**config.mk**
```make
export PLATFORM = sky130hd
export DESIGN_NAME = axi_lite_wr_regs
export DESIGN_NICKNAME = d
export VERILOG_FILES = /design/src/rtl/axi_lite_pkg.sv /design/src/rtl/axi_lite_wr_regs.sv
export SDC_FILE = /design/constraint.sdc
export NUM_CORES = 1
export LEC_CHECK = 0
export CAP_MARGIN = 5
export CORE_MARGIN = 1.5
export CORE_UTILIZATION = 55
export CTS_CLUSTER_DIAMETER = 30
export DETAILED_ROUTE_END_ITERATION = 7
export HOLD_SLACK_MARGIN = 0.12
export PLACE_DENSITY = 0.86
export RECOVER_POWER = 100
export SLEW_MARGIN = 40
export SYNTH_ARGS = -nofsm -noshare
export SYNTH_HDL_FRONTEND = slang
export SYNTH_SLANG_ARGS = --single-unit
```
**constraint.sdc**
```tcl
create_clock -name clk -period 3.9 [get_ports clk]
set_clock_uncertainty 0.05 [all_clocks]
set_input_delay 1.17 -clock clk [delete_from_list [all_inputs] [get_ports clk]]
set_output_delay 1.17 -clock clk [all_outputs]
set_load 0.01 [all_outputs]
```
**src/rtl/axi_lite_pkg.sv**
```systemverilog
// axi_lite_pkg
//   Shared constants, the write FSM state type and the byte-merge helper used by
//   the AXI4-Lite control register slave.
package axi_lite_pkg;

   localparam int unsigned AXI_DATA_W = 32;
   localparam int unsigned AXI_ADDR_W = 6;
   localparam int unsigned AXI_STRB_W = 4;

   localparam logic [1:0] BRESP_OKAY   = 2'b00;
   localparam logic [1:0] BRESP_SLVERR = 2'b10;

   // Register 0 is the control register; bit 0 of it is the self-clearing start bit.
   localparam int unsigned REG_CTRL       = 0;
   localparam int unsigned CTRL_START_BIT = 0;

   typedef enum logic [1:0] {
      WR_IDLE  = 2'd0,
      WR_WRITE = 2'd1,
      WR_RESP  = 2'd2
   } wr_state_e;

   // Replace each byte of old whose strobe bit is set with the matching byte of data.
   function automatic logic [AXI_DATA_W-1:0] strb_merge(input logic [AXI_DATA_W-1:0] old,
                                                        input logic [AXI_DATA_W-1:0] data,
                                                        input logic [AXI_STRB_W-1:0] strb);
      logic [AXI_DATA_W-1:0] res;
      for (int b = 0; b < int'(AXI_STRB_W); b++) begin
         res[8*b +: 8] = strb[b] ? data[8*b +: 8] : old[8*b +: 8];
      end
      return res;
   endfunction

endpackage

```
**src/rtl/axi_lite_wr_regs.sv**
```systemverilog
// axi_lite_wr_regs
//   Write-only AXI4-Lite slave terminating AW/W/B into a bank of control registers
//   for the accelerator core. AW and W are captured independently in either order,
//   merged into the addressed register under wstrb, then answered on B.
// Ports
//   clk, rst_i                 clock, synchronous active-high reset
//   awaddr/awprot/awvalid/awready   write address channel (awprot ignored)
//   wdata/wstrb/wvalid/wready        write data channel
//   bresp/bvalid/bready              write response channel
//   regs_o                     register bank, reg i at [i*32 +: 32]
//   wr_strobe_o                one-cycle pulse per updated register
//   start_o                    one-cycle accelerator start pulse
module axi_lite_wr_regs
   import axi_lite_pkg::*;
#(
   parameter int unsigned DATA_W = AXI_DATA_W,
   parameter int unsigned ADDR_W = AXI_ADDR_W,
   parameter int unsigned NUM_RW = 14
) (
   input  logic                     clk,
   input  logic                     rst_i,
   input  logic [ADDR_W-1:0]        awaddr,
   input  logic [2:0]               awprot,
   input  logic                     awvalid,
   output logic                     awready,
   input  logic [DATA_W-1:0]        wdata,
   input  logic [DATA_W/8-1:0]      wstrb,
   input  logic                     wvalid,
   output logic                     wready,
   output logic [1:0]               bresp,
   output logic                     bvalid,
   input  logic                     bready,
   output logic [NUM_RW*DATA_W-1:0] regs_o,
   output logic [NUM_RW-1:0]        wr_strobe_o,
   output logic                     start_o
);

   wr_state_e                 state_q;
   logic                      aw_held_q, w_held_q;
   logic [ADDR_W-3:0]         aw_idx_q;
   logic [DATA_W-1:0]         wdata_q;
   logic [DATA_W/8-1:0]       wstrb_q;
   logic [NUM_RW*DATA_W-1:0]  regs_q;
   logic [1:0]                bresp_q;
   logic                      bvalid_q;
   logic [NUM_RW-1:0]         strobe_q;
   logic                      start_q;

   logic                      aw_hs, w_hs;
   logic                      idx_writable, idx_is_ctrl;
   logic [DATA_W-1:0]         cur_word, merged;

   // Byte offset and protection carry no meaning for this register bank.
   logic unused_sig;
   assign unused_sig = ^{awprot, awaddr[1:0]};

   // Ready is a function of registered state only.
   assign awready = (state_q == WR_IDLE) && !aw_held_q;
   assign wready  = (state_q == WR_IDLE) && !w_held_q;
   assign aw_hs   = awvalid && awready;
   assign w_hs    = wvalid && wready;

   assign idx_writable = (32'(aw_idx_q) < 32'(NUM_RW));
   assign idx_is_ctrl  = (32'(aw_idx_q) == REG_CTRL);

   always_comb begin
      cur_word = '0;
      for (int i = 0; i < int'(NUM_RW); i++) begin
         if (32'(aw_idx_q) == 32'(i)) cur_word = regs_q[i*DATA_W +: DATA_W];
      end
      merged = strb_merge(cur_word, wdata_q, wstrb_q);
      // The start bit never reads back as set; it only produces the start_o pulse.
      if (idx_is_ctrl) merged[CTRL_START_BIT] = 1'b0;
   end

   always_ff @(posedge clk) begin
      if (rst_i) begin
         state_q   <= WR_IDLE;
         aw_held_q <= 1'b0;
         w_held_q  <= 1'b0;
         aw_idx_q  <= '0;
         wdata_q   <= '0;
         wstrb_q   <= '0;
         regs_q    <= '0;
         bresp_q   <= BRESP_OKAY;
         bvalid_q  <= 1'b0;
         strobe_q  <= '0;
         start_q   <= 1'b0;
      end else begin
         strobe_q <= '0;
         start_q  <= 1'b0;
         case (state_q)
            WR_IDLE: begin
               if (aw_hs) begin
                  aw_held_q <= 1'b1;
                  aw_idx_q  <= awaddr[ADDR_W-1:2];
               end
               if (w_hs) begin
                  w_held_q <= 1'b1;
                  wdata_q  <= wdata;
                  wstrb_q  <= wstrb;
               end
               if ((aw_held_q || aw_hs) && (w_held_q || w_hs)) state_q <= WR_WRITE;
            end
            WR_WRITE: begin
               if (idx_writable) begin
                  for (int i = 0; i < int'(NUM_RW); i++) begin
                     if (32'(aw_idx_q) == 32'(i)) begin
                        regs_q[i*DATA_W +: DATA_W] <= merged;
                        strobe_q[i]                <= 1'b1;
                     end
                  end
                  bresp_q <= BRESP_OKAY;
               end else begin
                  bresp_q <= BRESP_SLVERR;
               end
               if (idx_is_ctrl && wstrb_q[CTRL_START_BIT/8] && wdata_q[CTRL_START_BIT]) begin
                  start_q <= 1'b1;
               end
               bvalid_q <= 1'b1;
               state_q  <= WR_RESP;
            end
            WR_RESP: begin
               if (bready) begin
                  bvalid_q  <= 1'b0;
                  aw_held_q <= 1'b0;
                  w_held_q  <= 1'b0;
                  state_q   <= WR_IDLE;
               end
            end
            default: state_q <= WR_IDLE;
         endcase
      end
   end

   assign bresp       = bresp_q;
   assign bvalid      = bvalid_q;
   assign regs_o      = regs_q;
   assign wr_strobe_o = strobe_q;
   assign start_o     = start_q;

endmodule

```
==> impl_metrics.csv <==
group,metric,value,unit
logic_synthesis,yosys-top-cells-area,"dfxtp_1, nor2_1, a211oi_1",
sta,tightest_slew,1.697,ns
power,internal_power,11.56,mW
setup_path,startpoint,"aw_idx_q[3]",
power,clkPwrFrac,55.1,%
layout,final_common_cell,"dfxtp_1",
setup_path,r2r_end,"regs_o[351]",
placement,portBuffers,511,
setup_path,cp-end-kind,"flop",
layout,drive_gt1_share,10.95,%
placement,place_congestion,0.9965,
sta,min_period,3.649,ns
power,switchingPower,4.494,mW
logic_synthesis,synth_seq_cells,509,
sta,fin_tns_setup,0,ns
logic_synthesis,syn-num-nets,2885,
setup_path,critPathLaunchType,"flop",
setup_path,cp.arrival,4.05,ns
layout,fillers,2831,
power,p_per_area,499.2,nW/um^2
hold_path,min-delay-start,"wdata_q[6]",
global_routing,grt_pass1_wl,160900,um
logic_synthesis,async_flop_share,0,%
run_status,status,"finished, violations left",
layout,antenna-diode-count,0,
routing,antenna_left,0,
logic_synthesis,ys_warn_count,0,
routing,drt_iter0_drc,4032,
logic_synthesis,synth_enable_flop_cells,0,
floorplan,die_area,43370,um^2
routing,wirelength,110400,um
placement,place_area,28820,um^2
logic_synthesis,synth-xor-area-share,0,%
setup_path,reg2reg_slack,0.25,ns
global_routing,first_global_vias,25490,
setup_path,cpLargestDelayFamily,"buffers and inverters",
clocking,ctsHoldBuffers,0,
flow_run,cap_violations,1,
setup_path,r2r_start,"aw_idx_q[3]",
logic_synthesis,synth-simple-area-share,22.60,%
logic_synthesis,synth.yosys.seq_area_share,43.97,%
logic_synthesis,avgSynthCellArea,8.174,um^2
clocking,cts_tree,"built",
logic_synthesis,syn_area,23170,um^2
power,peakVddDrop,431.5,uV
sta,fin_crit_sh,93.55,%
hold_path,min_delay_path_depth,2,
floorplan,ios,518,
logic_synthesis,yosysUniqueCellTypes,88,
logic_synthesis,synth_area_leader_cell,"dfxtp_1",
placement,dp_hpwl,75870,um
floorplan,fp.dieW,208.3,um
layout,final_area,32160,um^2
logic_synthesis,synth_top_family_by_area,"compound AO/OA/AOI/OAI gates",
routing,via_per_inst,6.821,
clocking,cts_buffer_depth,3,
logic_synthesis,synthMuxAreaShare,3.218,%
logic_synthesis,synth_top_area_share,43.97,%
logic_synthesis,synthAdderAreaFrac,0,%
power,leakagePower,12.75,nW
routing,wl_per_cell,28.05,um
setup_path,cpPeakStageDelay,0.78,ns
clocking,htreeDepth,3,
clocking,root_buffer,"clkbuf_16",
sta,max_freq,0.2741,GHz
power,switching_share,27.99,%
clocking,worst_skew_pair.late_latency,0.64,ns
floorplan,initial_core_util,55.49,%
power,combPwrFrac,11.1,%
floorplan,core-area,41760,um^2
setup_path,critPathBufInv,3,
run_status,violations,"max-capacitance violations, max-slew violations",
sta,max-slew-margin-rel,-13.12,%
setup_path,crit_chain,"clkbuf_1 > nand2b_2 > buf_4 > o221ai_1 > a221o_1 > a21oi_1 > clkbuf_1 > a211oi_1",
layout,synthToLayoutAreaGrowth,38.77,%
sta,setup_violations,0,
clocking,clock-sinks,509,
hold_path,hold_class,"reg2reg",
sta,rsz0062_at_grt,"no",
setup_path,crit_type,"reg2reg",
layout,fin_nets,3361,
clocking,cts_buffers,102,
routing,drcViolationCount,0,
routing,vias,26860,
layout,final_cell_mix,"dfxtp_1, nor2_1, dlygate4sd3_1",
sta,report.final.slew_viol_count,84,
setup_path,cp_common_cell,"clkbuf_1",
global_routing,grt_overflow_total,0,
global_routing,grt_usage,49.03,%
power,seqPwrFrac,33.8,%
global_routing,antenna_found_initial,2,
logic_synthesis,synth_ff_type,"dfxtp_1",
logic_synthesis,syn_inst,2835,
sta,final_hold_viol_count,0,
routing,first_pass_iters,6,
clocking,clkTransAtPathRegs,0.05,ns
floorplan,die-height,208.3,um
setup_path,cp_slowest_cell,"dfxtp_2",
clocking,cts_resized,0,
global_routing,grt_max_degree,146,
logic_synthesis,synth_compound_area_share,24.24,%
setup_path,rr_worst_depth,8,
hold_path,whs_endpoint,"wdata_q[6]",
sta,hold_ws,0.4161,ns
clocking,postCtsSetupBuffers,0,
setup_path,cp.required,4.31,ns
setup_path,crit_fanout,27,
floorplan,rows,75,
[worst register-to-register path: stages (launching register included)]
cell and delay, ns:
dfxtp_2 0.78, clkbuf_1 0.41, nand2b_2 0.51, buf_4 0.27, o221ai_1 0.14, a221o_1 0.34, a21oi_1 0.15, clkbuf_1 0.63
a211oi_1 0.19
[layout make-up]
class	count	area, um^2	area share, %
Clock buffer	120	2773	8.622
Clock inverter	71	743.2	2.311
Inverter	41	153.9	0.4786
Multi-Input combinational cell	2024	11610	36.09
Sequential cell	509	10200	31.73
Tap cell	539	674.4	2.097
Timing Repair Buffer	633	6006	18.68
[kinds of logic after synthesis]
kind of cell           Yosys count
AOI/OAI and AO/OA              802
buffers and inverters          302
DFF                            509
muxes                           72
other                            1
and+or+nand+nor               1149
[layer usage]
metal	up-vias	part of all wire (%)	wire length, um	track usage, %
met5	-	0.021	23	0
met4	4	9.7	10750	39.69
met3	714	15	16160	17.51
met2	2481	43	47020	73.59
met1	12510	33	36500	56.45
li1	11140	-	-	-
[cell usage after synthesis (17+ instances only)]
| cell | n |
|---|---|
| dfxtp_1 | 509 |
| nor2_1 | 503 |
| nand2_1 | 293 |
| a21oi_1 | 186 |
| a211oi_1 | 173 |
| clkbuf_1 | 169 |
| o21ai_0 | 139 |
| nor3_1 | 114 |
| nand3b_1 | 58 |
| buf_2 | 53 |
| mux2i_1 | 52 |
| a22o_1 | 47 |
| nand3_1 | 38 |
| inv_1 | 37 |
| o22ai_1 | 35 |
| nand2b_1 | 23 |
| a22oi_1 | 22 |
| mux2_2 | 20 |
| a221oi_1 | 19 |
| a221o_1 | 18 |
| a31oi_1 | 18 |
| and2_1 | 17 |
[power groups by stage]
stage               clock [mW]  sequential, mW  combinational, mW
floorplan                    0            5.48               1.03
global placement             0            5.52               1.67
detailed placement           0            5.53               1.71
CTS                       8.78            5.43               1.73
global route              9.05            5.43               1.81
finish                    8.84            5.43               1.78
[state kept, by name, indices dropped and copies added, names as in the netlist, 2 cells and up]
signal       flops
wdata_q         32
aw_idx_q         4
wr_strobe_o     14
wstrb_q          4
state_q          2
regs_o         448
[per-stage QoR]
step	utilization [%]	setup WS, ns	std cells	total power [mW]
finish	77.01	0.2514	3937	16.05
global route	77.01	0.2537	3937	16.30
CTS	77.44	0.5634	3937	15.94
detailed placement	69.02	0.6092	3746	7.233
global placement	68.97	0.7262	3746	7.189
floorplan	-	1.430	2835	6.510
[worst max path at each step]
stage	endpoint	slack, ns	cells after the start
after global placement	regs_o[244]	0.73	8
after global routing	regs_o[121]	0.25	8
after floorplan	bvalid	1.43	5
after detailed placement	regs_o[244]	0.61	8
final	regs_o[351]	0.25	8
after CTS	regs_o[148]	0.56	8
No activity file was read; power rests on OpenSTA's default activity.
